### src/rtl/cpu_pkg.sv
// rtl/cpu_pkg.sv - shared fetch-stage encodings and constants
package cpu_pkg;

  typedef enum logic [1:0] {
    BOOT = 2'd0,
    RUN  = 2'd1,
    HALT = 2'd2
  } fetch_state_e;

  // add x0,x0,x0
  localparam logic [31:0] NOP         = 32'h0000_0033;
  localparam int          INSTR_BYTES = 4;

endpackage

### src/rtl/fetch_controller_pc_reg.sv
// rtl/fetch_controller_pc_reg.sv - program counter register with next-pc mux
module pc_reg
  import cpu_pkg::*;
#(
  parameter logic [63:0] RESET_PC = 64'd0
) (
  input  logic        clk,
  input  logic        reset,
  input  logic        load_target,
  input  logic [63:0] target,
  input  logic        advance,
  output logic [63:0] pc
);

  // Next-pc mux: reset, redirect, sequential advance (wraps mod 2^64), else hold
  always_ff @(posedge clk) begin
    if (reset) begin
      pc <= RESET_PC;
    end else if (load_target) begin
      pc <= target;
    end else if (advance) begin
      pc <= pc + 64'(INSTR_BYTES);
    end
  end

endmodule

### src/rtl/fetch_controller.sv
// rtl/fetch_controller.sv - IF-stage sequencer; optional FETCH_BOUND_CHECK_EN adds target checks
module fetch_controller
  import cpu_pkg::*;
#(
  parameter logic [63:0] RESET_PC  = 64'd0,
  parameter int          MEM_BYTES = 32
) (
  input  logic        clk,
  input  logic        reset,
  input  logic        stall,
  input  logic        branch_taken,
  input  logic [63:0] branch_target,
  output logic [63:0] Inst_Address,
  input  logic [31:0] Instruction,
  output logic [63:0] if_id_pc,
  output logic [31:0] if_id_instr,
  output logic        if_id_valid,
  output logic        halted,
  output logic        fetch_err,
  output logic [31:0] fetch_count
);

  fetch_state_e state, next_state;
  logic [63:0]  pc;
  logic         at_end;
  logic         target_bad;
  logic         reset_bad;

  // control strobes from the output decode
  logic pc_load, pc_advance, issue, flush, halt_set, halt_clr, err_set;

`ifdef FETCH_BOUND_CHECK_EN
  function automatic logic addr_bad(input logic [63:0] a);
    return (a[1:0] != 2'b00) || (a >= 64'(MEM_BYTES));
  endfunction
  assign target_bad = addr_bad(branch_target);
  assign reset_bad  = addr_bad(RESET_PC);
`else
  assign target_bad = 1'b0;
  assign reset_bad  = 1'b0;
`endif

  assign Inst_Address = pc;
  assign at_end       = (pc + 64'(INSTR_BYTES)) == 64'(MEM_BYTES);

  pc_reg #(.RESET_PC(RESET_PC)) u_pc_reg (
    .clk         (clk),
    .reset       (reset),
    .load_target (pc_load),
    .target      (branch_target),
    .advance     (pc_advance),
    .pc          (pc)
  );

  // State register; an invalid reset pc parks the fetch in HALT
  always_ff @(posedge clk) begin
    if (reset) begin
      state <= reset_bad ? HALT : BOOT;
    end else begin
      state <= next_state;
    end
  end

  // Next-state: boot lasts one cycle, end of image halts, good branch resumes
  always_comb begin
    next_state = state;
    case (state)
      BOOT: next_state = RUN;
      RUN: begin
        if (branch_taken) begin
          next_state = target_bad ? HALT : RUN;
        end else if (!stall && at_end) begin
          next_state = HALT;
        end
      end
      HALT: begin
        if (branch_taken && !target_bad) begin
          next_state = RUN;
        end
      end
      default: next_state = BOOT;
    endcase
  end

  // Output decode: branch beats stall; stall freezes everything else
  always_comb begin
    pc_load    = 1'b0;
    pc_advance = 1'b0;
    issue      = 1'b0;
    flush      = 1'b0;
    halt_set   = 1'b0;
    halt_clr   = 1'b0;
    err_set    = 1'b0;
    case (state)
      RUN: begin
        if (branch_taken) begin
          flush = 1'b1;
          if (target_bad) begin
            err_set  = 1'b1;
            halt_set = 1'b1;
          end else begin
            pc_load = 1'b1;
          end
        end else if (!stall) begin
          issue      = 1'b1;
          pc_advance = 1'b1;
        end
      end
      HALT: begin
        if (branch_taken) begin
          flush = 1'b1;
          if (target_bad) begin
            err_set = 1'b1;
          end else begin
            pc_load  = 1'b1;
            halt_clr = 1'b1;
          end
        end else if (!stall) begin
          flush    = 1'b1;
          halt_set = 1'b1;
        end
      end
      default: ;
    endcase
  end

  // IF/ID register, halted flag and saturating issue counter
  always_ff @(posedge clk) begin
    if (reset) begin
      if_id_pc    <= 64'd0;
      if_id_instr <= 32'd0;
      if_id_valid <= 1'b0;
      halted      <= reset_bad;
      fetch_count <= 32'd0;
    end else begin
      if (issue) begin
        if_id_pc    <= pc;
        if_id_instr <= Instruction;
        if_id_valid <= 1'b1;
        if (fetch_count != 32'hFFFF_FFFF) begin
          fetch_count <= fetch_count + 32'd1;
        end
      end else if (flush) begin
        if_id_valid <= 1'b0;
      end
      if (halt_set) begin
        halted <= 1'b1;
      end else if (halt_clr) begin
        halted <= 1'b0;
      end
    end
  end

`ifdef FETCH_BOUND_CHECK_EN
  // Sticky error, cleared only by reset
  always_ff @(posedge clk) begin
    if (reset) begin
      fetch_err <= reset_bad;
    end else if (err_set) begin
      fetch_err <= 1'b1;
    end
  end
`else
  assign fetch_err = 1'b0;
  logic unused_err;
  assign unused_err = err_set;
`endif

endmodule

### config.mk
export PLATFORM = sky130hd
export DESIGN_NAME = fetch_controller
export DESIGN_NICKNAME = d
export VERILOG_FILES = /design/src/rtl/cpu_pkg.sv /design/src/rtl/fetch_controller_pc_reg.sv /design/src/rtl/fetch_controller.sv
export SDC_FILE = /design/constraint.sdc
export NUM_CORES = 1
export LEC_CHECK = 0
export CORE_ASPECT_RATIO = 1.25
export CORE_UTILIZATION = 48
export CTS_BUF_LIST = sky130_fd_sc_hd__clkbuf_8 sky130_fd_sc_hd__clkbuf_16
export CTS_CLUSTER_DIAMETER = 50
export DETAILED_ROUTE_END_ITERATION = 7
export MAX_ROUTING_LAYER = met4
export PLACE_DENSITY = 0.79
export SYNTH_ARGS = -nofsm -noshare
export SYNTH_HDL_FRONTEND = slang
export SYNTH_SLANG_ARGS = --single-unit
### constraint.sdc
create_clock -name clk -period 4.4 [get_ports clk]
set_input_delay 0.44 -clock clk [delete_from_list [all_inputs] [get_ports clk]]
set_output_delay 0.44 -clock clk [all_outputs]
set_load 0.01 [all_outputs]
## After elaboration in Yosys (flattened, before gate mapping)

Index checks and enable logic that the tools add are counted.

| word-level totals | value |
|---|---|
| flip-flop bits (word level) | 196 |
| bits in latches | 0 |
| RAM bits | 0 |
| memory bits (read-only) | 0 |
| bits of input ports | 100 |
| output and inout port bits | 195 |
| word-level logic and storage cells | 43 |
| memories kept | 0 |

| cells by class | value |
|---|---|
| add/sub/neg operators | 2 |
| multiply operators | 0 |
| div/mod/pow operators | 0 |
| magnitude comparators | 0 |
| equality and inequality tests | 6 |
| shifts and indexed selects | 0 |
| multiplexer cells | 19 |
| bitwise operators | 0 |
| reductions and logical operators | 9 |

Operators with widths:

| cell | count |
|---|---|
| $mux 64 | 2 |
| $add 64x3->64 const B | 1 |
| $eq 64x6->1 const B | 1 |
| $add 32x1->32 const B | 1 |
| $ne 32x32->1 const B | 1 |
| $mux 1 | 12 |
| $mux 2 | 3 |
| $pmux 2 s3 | 1 |
| $reduce_bool 2->1 | 3 |
| $reduce_and 2->1 | 2 |
| $ne 3x3->1 const B | 1 |
| $eq 2x1->1 const B | 1 |
| $eq 2x2->1 const B | 1 |
| $logic_not 2->1 | 1 |
| $ne 2x2->1 const B | 1 |
| $pmux 1 s2 | 1 |
| $reduce_or 2->1 | 1 |
| $logic_and 1x1->1 | 1 |
| $logic_not 1->1 | 1 |

## Logic depth before layout (Yosys ltp)

Gate-level depths: netlist of the first run.

| depth | value |
|---|---|
| depth after elaboration | 6 |
| gate-level depth with buffers | 12 |
| depth with buffers taken out | 11 |

## Hierarchy

A second synthesis of the first run with hierarchy kept.

| unflattened totals | value |
|---|---|
| cells, all modules | 1338 |
| area total of the unflattened synthesis | 10306.1 sq um |

By module, submodules not included:

| module | instances | cells an instance | area an instance (sq um) | seq. area each (sq um) |
|---|---|---|---|---|
| fetch_controller | 1 | 866 | 6596.3 | 2642.5 |
| pc_reg | 1 | 472 | 3709.8 | 1281.2 |

## Least setup slack after synthesis of the first run

OpenSTA, ideal clock, no wires.

| timing | value |
|---|---|
| kind | reg2reg |
| from | reg u_pc_reg.pc[5] |
| to | reg state[0] |
| library setup time | 121 ps |
| arrival | 3156 ps |
| required time | 4279 ps |
| setup slack | 1123 ps |
| cell stages (with the launch flop) | 11 |
| path buffers | 1 |
| period minus slack after synthesis | 3277 ps |
| cell sequence | dfxtp_1 > buf_2 > nand4_4 > or4_4 > or3_4 > or4b_4 > xnor2_2 > nand4_1 > nor4_4 > a211oi_1 > mux2_4 |

| on the way | value |
|---|---|
| cells in the longest elaborated chain, start to end | 5 |

Ends and longest elaborated chain:

| element | RTL line | RTL |
|---|---|---|
| start, declared | fetch_controller_pc_reg.sv:12 | `output logic [63:0] pc` |
| start signal, assigned | fetch_controller_pc_reg.sv:20 | `pc <= target;` |
| start signal, assigned | fetch_controller_pc_reg.sv:22 | `pc <= pc + 64'(INSTR_BYTES);` |
| $add 64x3->64 | fetch_controller.sv:44 | `assign at_end = (pc + 64'(INSTR_BYTES)) == 64'(MEM_BYTES);` |
| $eq 64x6->1 | fetch_controller.sv:44 |  |
| $logic_and 1x1->1 | fetch_controller.sv:72 | `end else if (!stall && at_end) begin` |
| $ne 3x3->1 (no source line) | - |  |
| $reduce_and 2->1 (no source line) | - |  |
| end signal, assigned | fetch_controller.sv:58 | `state <= reset_bad ? HALT : BOOT;` |
| end signal, assigned | fetch_controller.sv:60 | `state <= next_state;` |
| end, declared | fetch_controller.sv:23 | `fetch_state_e state, next_state;` |

No other way between the ends.
A chain may end at the register's enable or synchronous reset.

## Final worst setup path of the first run

| timing | value |
|---|---|
| from | reg u_pc_reg.pc[19] |
| to | reg state[0] |

Same word-level chain as after synthesis.

==> results.txt, run 1 <==
Crit Path Max Fanout: 12
Hold Crit Class: reg -> reg
final-report max-slew violation count: 0
crit path capture type: flop
vias in the first global route: 9682
initial antenna violation count: 1
Slew @ Worst Pin: 1030 ps
Syn Std Cell Area: 9890 µm²
crit path launch type: flop
Slew HR: 31.6%
RSZ-0062 raised after global routing: false
Die H: 163 µm
CTS tree: done
Root Driver: clkbuf_16
H-Tree Depth: 4
number of synthesized flops with an enable pin: 0
Comb power frac: 13.7%
clock-pin slew on the worst setup and hold paths: 70 ps
post-route minimum period: 3640 ps
critical path cell sequence: nand3_1 > or4_1 > nor3_1 > mux2i_1 > o2111a_1 > nand4_1 > nor4_4 > a211oi_1 > mux2_4
Max stage delay on crit path: 680 ps
share of layout cells above drive strength 1: 4.09%
Post-CTS Hold Fix Bufs: 0
CP max stage cell: or4_1
Cells after Synth: 1349
Num CTS Buffers: 17
Max rail drop VDD: 0.000271 V
P per Cell Area: 308 nW/µm²
FF+latch count, synth: 196
unique cell type count in the Yosys netlist: 57
Flop pwr share: 46.5%
vias per cell: 5.80
Layout Utilization: 66.7%
fraction of registers with async set/reset: 0%
via count: 10700
Total Nets Final: 1659
max_cap viols: 0
core area: 20200 µm²
Initial DRC Count: 933
Net Sw Power: 1.15 mW
Rows: 58
final setup violation count: 0
clock network fraction of total power: 39.7%
leakage: 4.32 nW
CTS resizes: 0
sequential fraction of the synthesis area: 39.7%
cells on worst reg2reg path: 9
Total Wirelength: 33.2 mm
reg2reg end: state[0]$_SDFFE_PP0P_
Worst Hold Launch: if_id_instr[7]$_SDFFE_PP0P_
routed len/inst: 18.0 µm
Setup Buffers After CTS: 0
Crit Path Class: reg -> reg
switching part of the total: 27.9%
dpl hpwl: 22.8 mm
FF-to-FF Start: u_pc_reg.pc[19]$_SDFFE_PP0P_
Final period util: 82.8%
ANT nets after route: 0
dominant synthesized flop cell: dfxtp_1
first-pass GRT wire length: 51.4 mm
clk_skew: 13.0 ps
hold path depth: 2
pre-CTS setup slack: 741 ps
drt drc: 0
reg-to-reg setup timing slack: 760 ps
Final TNS setup: 0 ps
internal power: 2.99 mW
IO Port Bufs: 293
CTS sink count: 196
Tot GR Track Use: 31.8%
critical path required time: 4730 ps
Fin. Hold Viols: 0
Clock Latency Late Sink: 450 ps
pin count of the biggest net entering global routing: 184
Post-Syn Area per Cell: 7.33 µm²
chip width: 130 µm
area growth from synthesis to layout: 35.9%
routability cong.: 0.977
status: complete, no violations
filler cell count: 1805
Synthesis Warnings: 0
Clock Path Buffers: 2
1st-pass router iterations: 5
Initial Util: 49.0%
hold worst-path end: if_id_instr[7]$_SDFFE_PP0P_
DIE AREA: 21200 µm²
syn_nets: 1455
Final WS setup: 757 ps
total gr overflow: 0
Achievable Freq: 275 MHz
Crit path arrival time: 3970 ps
I/O pin count: 295
cell usage after synthesis (all sizes together), types with 3 or more instances:
library cell  count  area share, %
dfxtp           196             40
a211o             3           0.27
nor4             35            2.4
clkbuf          109            4.1
nor4b             3           0.33
nand2           285             11
and4             18            1.6
inv              16           0.61
xnor2            34            3.1
or2               3           0.19
nand3            38            1.9
o31ai             3           0.23
and2              6           0.38
buf              13           0.64
a222oi            5           0.51
nor3             37            1.9
a221oi           13            1.2
ha                6           0.76
a21oi           172            8.7
nand4            45            3.0
a22oi            18            1.4
or4               8           0.64
xor2             25            2.2
o21ai            69            3.5
a211oi            5           0.38
o21a              3           0.23
a2111oi           3           0.27
a31oi            14           0.89
and3             18            1.1
nor2            109            4.1
or3              16            1.1
layout make-up:
type	instances	area [µm²]	share of cell area (%)
Timing Repair Buffer	307	3050	22.7
Clock inverter	13	163	1.21
Tap cell	270	338	2.51
Inverter	16	60.1	0.447
Multi-Input combinational cell	1015	5460	40.6
Clock buffer	19	453	3.37
Antenna cell	1	2.50	0.0186
Sequential cell	196	3920	29.2
worst max path at each step:
stage                                       end  depth (start not counted)                          from
final                     state[0]$_SDFFE_PP0P_                          9  u_pc_reg.pc[19]$_SDFFE_PP0P_
after CTS                 state[0]$_SDFFE_PP0P_                          9   u_pc_reg.pc[5]$_SDFFE_PP0P_
after floorplan           state[0]$_SDFFE_PP0P_                         10   u_pc_reg.pc[5]$_SDFFE_PP0P_
after detailed placement  state[0]$_SDFFE_PP0P_                          9                  branch_taken
after global placement    state[0]$_SDFFE_PP0P_                          9                  branch_taken
after global routing      state[0]$_SDFFE_PP0P_                          9   u_pc_reg.pc[5]$_SDFFE_PP0P_
metal layers:
metal	track usage [%]	up-vias	routed length, µm
met1	38.0	5002	13600
met4	13.1	0	1020
met2	52.2	449	16100
li1	-	5140	-
met3	6.01	69	2430
met5	-	-	0
through the flow:
stage / cells / power [mW] / hold slack, ps / area [µm²]
floorplan: 1349 / 2.24 / 481 / 9890
global placement: 1804 / 2.53 / 441 / 12800
detailed placement: 1804 / 2.53 / 445 / 12800
CTS: 1836 / 4.16 / 456 / 13400
global route: 1837 / 4.30 / 471 / 13400
finish: 1837 / 4.15 / 454 / 13400
placed cells by master, fill, tap and decap left out, types with 33 or more instances in the layout:
cell type | Yosys | final
o21ai_0 | 69 | 69
nand2_1 | 285 | 285
a21oi_1 | 172 | 172
nor2_1 | 109 | 107
dfxtp_1 | 196 | 196
nand4_1 | 44 | 44
nor3_1 | 37 | 37
clkdlybuf4s50_1 | 0 | 292
nand3_1 | 38 | 38
xnor2_1 | 33 | 33
nor4_1 | 33 | 33
power groups by stage:
stage,registers (mW),clock network (mW),logic (mW)
6_report,1.93,1.65,0.570
3_5_place_dp,1.97,0,0.566
4_1_cts,1.93,1.67,0.569
5_1_grt,1.94,1.75,0.618
3_3_place_gp,1.96,0,0.564
2_1_floorplan,1.93,0,0.304
cell families (layout without fill, tap and decap cells):
logic type	Yosys count	in the layout	synth area share [%]
other	1	2	0.0379
buffers and inverters	138	355	5.39
AO/OA/AOI/OAI	317	317	18.3
adder cells (fa/ha/maj)	6	6	0.759
XOR/XNOR	59	59	5.30
multiplexers	3	3	0.367
flip-flops	196	196	39.7
AND/OR/NAND/NOR	629	629	30.2
worst max-delay path, delay by kind of cell, from the launching register on:
family             cells  cell delay (ps)
and+or+nand+nor        5             1950
muxes                  2              670
DFF                    1              550
AOI/OAI and AO/OA      2              380
(Power assumes the default switching activity.)
==> inputs of run 2 (changes only) <==
==> constraint.sdc (replaced) <==
create_clock -name clk -period 3.59 [get_ports clk]
set_input_delay 0.359 -clock clk [delete_from_list [all_inputs] [get_ports clk]]
set_output_delay 0.359 -clock clk [all_outputs]
set_load 0.01 [all_outputs]
==> run 2 against run 1 <==
Effect of this change: worst setup slack worse by 570 ps; largest power group unchanged; worst hold slack got worse by 28 ps; global-route usage rose by 1.8 points; sequential share of layout area fell by 1.0 points; critical path depth unchanged; power increased by 23%; maximum frequency grew 7.0%; largest cell class unchanged; die area did not move; non-clock buffer count grew 61.
==> results.txt, run 2 (synthesis results as in run 1) <==
CTS tree: done
I/O pin count: 295
Multi-input gate area: 5480 µm²
final-report max-slew violation count: 0
Initial Util: 49.0%
Slew HR: 43.4%
area growth from synthesis to layout: 40.8%
clk_skew: 10.6 ps
commonest cells after routing, fill and taps aside: 292 x clkdlybuf4s50_1, 285 x nand2_1, 196 x dfxtp_1, 172 x a21oi_1, 107 x nor2_1
Fin. Hold Viols: 0
Layout Cells excl Fill: 1898
clock-pin slew on the worst setup and hold paths: 80 ps
Sequential Area: 3920 µm²
placed cell areas: 13300 µm²
Flop pwr share: 45.2%
crit path capture type: flop
Rows: 58
DIE AREA: 21200 µm²
Die H: 163 µm
P per Cell Area: 367 nW/µm²
filler cell count: 1786
Net Sw Power: 1.49 mW
internal power: 3.62 mW
critical path required time: 3920 ps
Final TNS setup: 0 ps
Crit Path Max Fanout: 13
initial antenna violation count: 1
Clock Latency Late Sink: 450 ps
placed insts: 1864
via count: 11000
Min Hold Slack: 425 ps
Final period util: 94.8%
crit path launch type: flop
Final Instance Area: 13900 µm²
ANT nets after route: 0
post-route minimum period: 3400 ps
leakage: 4.65 nW
Crit path arrival time: 3740 ps
vias per cell: 5.79
drt drc: 0
dpl hpwl: 24.5 mm
commonest non-fill, non-tap cell in the layout: clkdlybuf4s50_1
Slew @ Worst Pin: 846 ps
1st-pass router iterations: 8
Total Wirelength: 34.6 mm
RSZ-0062 raised after global routing: false
status: complete, no violations
core area: 20200 µm²
max_cap viols: 0
routability cong.: 0.978
Clock Path Buffers: 2
clock network fraction of total power: 39.1%
total gr overflow: 0
H-Tree Depth: 4
pin count of the biggest net entering global routing: 99
final setup violation count: 0
Total Nets Final: 1720
Tot GR Track Use: 33.6%
switching part of the total: 29.2%
first-pass GRT wire length: 54.6 mm
Hold Crit Class: in -> reg
share of layout cells above drive strength 1: 7.87%
Comb power frac: 15.7%
vias in the first global route: 10500
Initial DRC Count: 1000
CTS sink count: 196
routed len/inst: 18.2 µm
Max rail drop VDD: 0.000329 V
Crit Path Class: reg -> reg
IO Port Bufs: 293
Achievable Freq: 294 MHz
Num CTS Buffers: 17
Root Driver: clkbuf_16
chip width: 130 µm
==> run 2: cell count changes in the layout (fill, tap and decap cells not counted), sizes merged <==
cell    delta
clkbuf     -2
clkinv     +2
bufinv     -1
buf       +61
inv        +1
==> run 2: area by class of cell <==
cell class | instances | share of cell area [%]
Antenna cell | 1 | 0.0180
Clock buffer | 17 | 3.05
Inverter | 16 | 0.431
Timing Repair Buffer | 368 | 25.3
Multi-Input combinational cell | 1015 | 39.3
Clock inverter | 15 | 1.33
Sequential cell | 196 | 28.2
Tap cell | 270 | 2.42
==> run 2: power by group through the flow <==
stage	combinational (mW)	sequential, mW	clock, mW
4_1_cts	0.796	2.31	2.03
5_1_grt	0.865	2.32	2.12
3_3_place_gp	0.788	2.36	0
3_5_place_dp	0.791	2.36	0
2_1_floorplan	0.373	2.37	0
6_report	0.803	2.31	2.00
==> run 2: worst paths after layout <==
path | slack [ps] | end | from | cells after the start
setup / recovery | 190 | state[0]$_SDFFE_PP0P_ | u_pc_reg.pc[2]$_SDFFE_PP0P_ | 9
hold / removal | 430 | fetch_count[26]$_SDFFE_PP0P_ | reset | 2
setup reg to reg | 190 | state[0]$_SDFFE_PP0P_ | u_pc_reg.pc[2]$_SDFFE_PP0P_ | 9
hold reg to reg | 460 | if_id_pc[36]$_SDFFE_PP0P_ | if_id_pc[36]$_SDFFE_PP0P_ | 2
==> run 2: stage by stage <==
step	util (%)	worst slack (ps)	power, mW
floorplan	-	313	2.74
global placement	65.9	345	3.15
detailed placement	65.9	238	3.15
CTS	68.9	220	5.14
global route	69.1	39.0	5.31
finish	69.1	186	5.12
==> run 2: repair_timing <==
item,4_1_cts,5_1_grt
hold buffers,0,0
setup buffers,0,1
setup endpoints to repair,0,1
resized for setup,0,4
==> run 2: worst max-delay path, stage by stage, from the launching register on <==
cell	delay, ps
dfxtp_1	500
nand2_1	200
or4_4	570
or3_4	450
or3_1	430
xor2_1	150
nand4_1	160
nor4_4	380
a211oi_1	140
mux2_4	300
==> run 2: routing by layer <==
layer  vias to the layer above  global-route usage [%]  part of all wire, %
met5                         -                       -                    0
li1                       5264                       -                    -
met3                        82                    7.06                  7.4
met1                      5150                    39.5                   41
met4                         0                    11.8                  2.9
met2                       484                    56.4                   49
==> inputs of run 3 (changes only) <==
--- a/config.mk
+++ b/config.mk
@@ -5,6 +5,7 @@
 export SDC_FILE = /design/constraint.sdc
 export NUM_CORES = 1
 export LEC_CHECK = 0
+export CAP_MARGIN = 20
 export CORE_ASPECT_RATIO = 1.25
 export CORE_UTILIZATION = 48
 export CTS_BUF_LIST = sky130_fd_sc_hd__clkbuf_8 sky130_fd_sc_hd__clkbuf_16
==> results of run 3 <==
Final layout, timing and power as in run 2 (identical DEF).
